`config.mk`:
```
export PLATFORM = sky130hd
export DESIGN_NAME = cordic_descaler
export DESIGN_NICKNAME = d
export VERILOG_FILES = /design/src/rtl/cordic_descaler_pkg.sv /design/src/rtl/descaler_gain_rom.sv /design/src/rtl/cordic_descaler.sv
export SDC_FILE = /design/constraint.sdc
export NUM_CORES = 1
export LEC_CHECK = 0
export BUFFER_PORTS_ARGS = -buffer_cell sky130_fd_sc_hd__clkbuf_2
export CORE_MARGIN = 8
export CORE_UTILIZATION = 45
export CTS_CLUSTER_DIAMETER = 200
export DETAILED_ROUTE_END_ITERATION = 12
export HOLD_SLACK_MARGIN = 0.05
export PLACE_DENSITY = 0.66
export SETUP_SLACK_MARGIN = 0.2
export SYNTH_ARGS = -nofsm -noshare
export SYNTH_HDL_FRONTEND = slang
export SYNTH_SLANG_ARGS = --single-unit
```
`constraint.sdc`:
```
create_clock -name clk -period 7.64 [get_ports clk]
set_input_delay 1.528 -clock clk [delete_from_list [all_inputs] [get_ports clk]]
set_output_delay 1.528 -clock clk [all_outputs]
set_load 0.02 [all_outputs]
```
`src/rtl/cordic_descaler_pkg.sv`:
```
// Shared constants for the CORDIC gain descaler.
// Mode codes, gain constants and FSM state encodings.
package cordic_descaler_pkg;

  localparam logic [1:0] MODE_CIRC = 2'b00;
  localparam logic [1:0] MODE_LIN  = 2'b01;
  localparam logic [1:0] MODE_HYP  = 2'b10;

  localparam logic [17:0] GAIN_CIRC = 18'h1A592;
  localparam logic [17:0] GAIN_HYP  = 18'h0D402;
  localparam logic [17:0] GAIN_LIN  = 18'h10000;

  typedef enum logic [1:0] {
    ST_IDLE = 2'd0,
    ST_RUN  = 2'd1,
    ST_DONE = 2'd2
  } state_t;

endpackage

```
`src/rtl/descaler_gain_rom.sv`:
```
// Mode to CORDIC gain lookup.
// Unknown mode codes fall back to unity gain.
module descaler_gain_rom
  import cordic_descaler_pkg::*;
#(
  parameter int GAIN_W = 18
) (
  input  logic [1:0]        mode,
  output logic [GAIN_W-1:0] gain
);

  // decode mode into its gain constant
  always_comb begin
    gain = GAIN_W'(GAIN_LIN);
    unique case (1'b1)
      (mode == MODE_CIRC): gain = GAIN_W'(GAIN_CIRC);
      (mode == MODE_HYP):  gain = GAIN_W'(GAIN_HYP);
      default:             gain = GAIN_W'(GAIN_LIN);
    endcase
  end

endmodule

```
`src/rtl/cordic_descaler.sv`:
```
// Multiplies an operand by the CORDIC gain of a mode,
// one gain bit per cycle, MSB first, with saturation.
module cordic_descaler
  import cordic_descaler_pkg::*;
#(
  parameter int DATA_W = 32,
  parameter int FRAC   = 16,
  parameter int GAIN_W = 18
) (
  input  logic              clk,
  input  logic              reset,
  input  logic              in_valid,
  output logic              in_ready,
  input  logic [DATA_W-1:0] number,
  input  logic [1:0]        mode,
  output logic              out_valid,
  input  logic              out_ready,
  output logic [DATA_W-1:0] answer,
  output logic              sat
);

  localparam int ACC_W = DATA_W + GAIN_W;
  localparam int SHF_W = ACC_W - FRAC;
  localparam int IDX_W = $clog2(GAIN_W);

  state_t                   state;
  logic signed [ACC_W-1:0]  acc;
  logic signed [ACC_W-1:0]  acc_nxt;
  logic signed [ACC_W-1:0]  addend;
  logic        [DATA_W-1:0] num_q;
  logic        [GAIN_W-1:0] gain_q;
  logic        [GAIN_W-1:0] gain_sel;
  logic        [IDX_W-1:0]  idx;
  logic        [SHF_W-1:0]  shf;
  logic        [SHF_W-DATA_W:0] hi;
  logic                     ovf;
  logic        [DATA_W-1:0] sat_val;

  descaler_gain_rom #(
    .GAIN_W(GAIN_W)
  ) u_rom (
    .mode(mode),
    .gain(gain_sel)
  );

  // next accumulator step and range check of its integer part
  always_comb begin
    addend = '0;
    if (gain_q[idx])
      addend = {{GAIN_W{num_q[DATA_W-1]}}, num_q};
    acc_nxt = (acc <<< 1) + addend;
    shf     = acc_nxt[ACC_W-1:FRAC];
    hi      = shf[SHF_W-1:DATA_W-1];
    ovf     = !((&hi) || !(|hi));
    sat_val = acc_nxt[ACC_W-1]
            ? {1'b1, {(DATA_W-1){1'b0}}}
            : {1'b0, {(DATA_W-1){1'b1}}};
  end

  // handshake FSM with the shift-add datapath
  always_ff @(posedge clk) begin
    if (reset) begin
      state     <= ST_IDLE;
      in_ready  <= 1'b1;
      out_valid <= 1'b0;
      answer    <= '0;
      sat       <= 1'b0;
      acc       <= '0;
      idx       <= '0;
      num_q     <= '0;
      gain_q    <= '0;
    end else begin
      unique case (state)
        ST_IDLE: begin
          if (in_valid && in_ready) begin
            num_q    <= number;
            gain_q   <= gain_sel;
            acc      <= '0;
            idx      <= IDX_W'(GAIN_W - 1);
            in_ready <= 1'b0;
            state    <= ST_RUN;
          end
        end
        ST_RUN: begin
          acc <= acc_nxt;
          idx <= idx - 1'b1;
          if (idx == '0) begin
            answer    <= ovf ? sat_val : shf[DATA_W-1:0];
            sat       <= ovf;
            out_valid <= 1'b1;
            state     <= ST_DONE;
          end
        end
        ST_DONE: begin
          if (out_ready) begin
            out_valid <= 1'b0;
            in_ready  <= 1'b1;
            state     <= ST_IDLE;
          end
        end
        default: begin
          in_ready  <= 1'b1;
          out_valid <= 1'b0;
          state     <= ST_IDLE;
        end
      endcase
    end
  end

endmodule

```
==> qor.yml <==
cp-end-kind: "flip-flop"
syn_to_final_growth_pct: 12.5
antenna_left: 0
cts_hold_buf: 0
cts-root-buf: "clkbuf_16"
dr.pass1.iters: 5
crit_buf_inv: 2
num_antenna_cells: 0
tightest_slew_ps: 1240
worst_ep_arrival_time_ps: 6190
design.core.area_sq_mm: 0.0173
p_leak_uw: 0.00350
synth_area_leaders: "dfxtp_1 (32%), a21oi_1 (7.5%), nand2_1 (6.7%)"
synth_cell_types: 66
htreeDepth: 4
antenna_found_initial: 0
place.gp.congestion: 0.923
path_cells: "mux2_4 > a2111oi_4 > nor3_4 > buf_4 > and2_1 > ha_1 > a21oi_1 > o21bai_1 > a221oi_1 > nand4_1 > a31oi_1 > nor4_1 > a22o_1 > nor4b_4 > buf_4 > o31ai_1 > a311oi_1"
slowest_stage: "nor4b_4"
cts.reportedPaths.clkPinSlew_ps: 60
p_per_area_mw_per_mm2: 233
synth.most_common_cell: "nand2_1"
remaining_drc_errors: 0
syn_inst: 1053
ir_worst_vdd_uv: 188
place_hpwl_mm: 14.7
die_y_um: 149
insertion_delay_ps: 430
hold_path.class: "flip-flop to flip-flop"
rsz0062_at_grt: "false"
max_slew_margin_pct: 16.7
synth_area_sq_mm: 0.00795
routed-via-count: 7516
post_cts.repair.setup_buffers: 0
grt_pass1_vias: 6885
setup_viol: 0
ios: 73
path_delay_family: "compound AO/OA/AOI/OAI gates"
slowest_delay_ps: 840
synth_warnings: 0
synth-async-reset-ratio_pct: 0
port_buffers: 72
synth_edf_count: 0
clock_sinks: 127
yosysTopAreaCell: "dfxtp_1"
netlist.area_leader.share_pct: 32.0
drtIter0Drc: 650
hold_viol_final: 0
critPathMaxFanout: 40
clock_skew_ps: 11.3
yosysSeqAreaShare_pct: 32.0
drt_wl_total_mm: 21.4
dpl.cell_count: 1270
layoutNonFillerInstCount: 1302
crit_type: "flip-flop to flip-flop"
synth_nets: 1124
fin_crit_sh_pct: 76.7
cpMostUsedCell: "buf_4"
via_per_inst: 5.77
cts_buffers: 17
grt_pass1_wl_mm: 35.3
grt_max_degree: 79
tns_ps: 0
cap_violations: 0
nNetsFinal: 1135
critPathLaunchType: "flip-flop"
drive_above_1_share_pct: 12.5
synthFlopType: "dfxtp_1"
ys_ff_latch: 127
cts_tree: "built"
start_util_pct: 45.9
syn_area_per_cell_sq_um: 7.55
die_x_um: 149
drv_slew: 0
core.rowCount: 48
wl_per_cell_um: 16.5
status: "finished clean"
grt_use_total_pct: 19.3
synth_common_cells: "nand2_1 (141), dfxtp_1 (127), a21oi_1 (119), nor2_1 (73), clkbuf_1 (70)"
max_freq_mhz: 171
cts_resized: 0
die-area_sq_mm: 0.0222
cp.required_ps: 7970
clk_path_buf_depth: 2
period_minus_slack_ps: 5860
grt-ovfl-total: 0
[area by class of cell]
class                           instances  area, sq um
Timing Repair Buffer                   84          453
Sequential cell                       127         2540
Clock inverter                         15          183
Multi-Input combinational cell        817         4990
Inverter                               17         63.8
Clock buffer                           17          425
Tap cell                              225          282
Fill cell                            1753         8360
[kinds of logic after synthesis]
family / synth area share (%)
AOI/OAI and AO/OA: 25.6
muxes: 1.07
and+or+nand+nor: 25.4
adders and majority gates: 5.29
DFF: 32.0
buffers and inverters: 5.53
xor gates and xnor gates: 5.07
[final timing paths]
| path | from | slack [ps] | endpoint | cells after the start |
|---|---|---|---|---|
| worst min-delay path | num_q[18] | 450 | num_q[18] | 2 |
| worst max-delay path | idx[1] | 1780 | answer[0] | 17 |
| worst max register to register | idx[1] | 1780 | answer[0] | 17 |
| worst min register to register | num_q[18] | 450 | num_q[18] | 2 |
[registers in the layout, summed over array words and instances, names as in the netlist]
register / cells
sat: 1
state: 2
in_ready: 1
answer: 32
idx: 5
out_valid: 1
acc: 49
gain_q: 4
num_q: 32
[stage by stage]
step	area (sq um)	hold WS (ps)	setup WS [ps]	power (uW)	util, %
finish	8940	450	1780	2080	51.7
global route	8940	470	1310	2190	51.7
CTS	8940	454	1840	2100	51.7
detailed placement	8330	446	1880	1260	48.2
global placement	8330	439	2030	1250	48.2
floorplan	7950	432	3050	1120	-
[layout by cell type, fill, tap and decap left out, drive strengths merged, types with 6 or more instances in the layout]
cell type / n
nand2: 141
dfxtp: 127
a21oi: 119
clkbuf: 88
nor2: 73
nand3: 61
xnor2: 37
a31oi: 32
ha: 32
and2: 30
o31ai: 30
o21bai: 29
o21ai: 28
nor3: 23
inv: 22
nand4: 13
or3: 13
buf: 13
a21o: 12
nor4: 12
and3: 11
a311oi: 10
a211oi: 9
xor2: 9
a22oi: 8
mux2i: 7
or2: 6
nor2b: 6
[report_power, final]
group / leakage [uW] / switching, uW / total (uW) / internal [uW]
registers: 0.00103 / 47.7 / 774 / 727
clock network: 0.000287 / 321 / 837 / 517
logic: 0.00218 / 319 / 468 / 149
[tightest hold or removal path, stage by stage, from the launching register on]
cell and delay, ps:
dfxtp_1 300, nand2_1 50, a21oi_1 50
[routing by layer]
layer	GRT usage (%)	share of wire (%)	up-vias
li1	-	-	3835
met1	26.9	49	3464
met2	29.1	44	199
met3	4.92	6.3	18
met4	4.54	0.93	0
met5	0	0	-
Note: power is estimated with default switching activity, not from simulation.
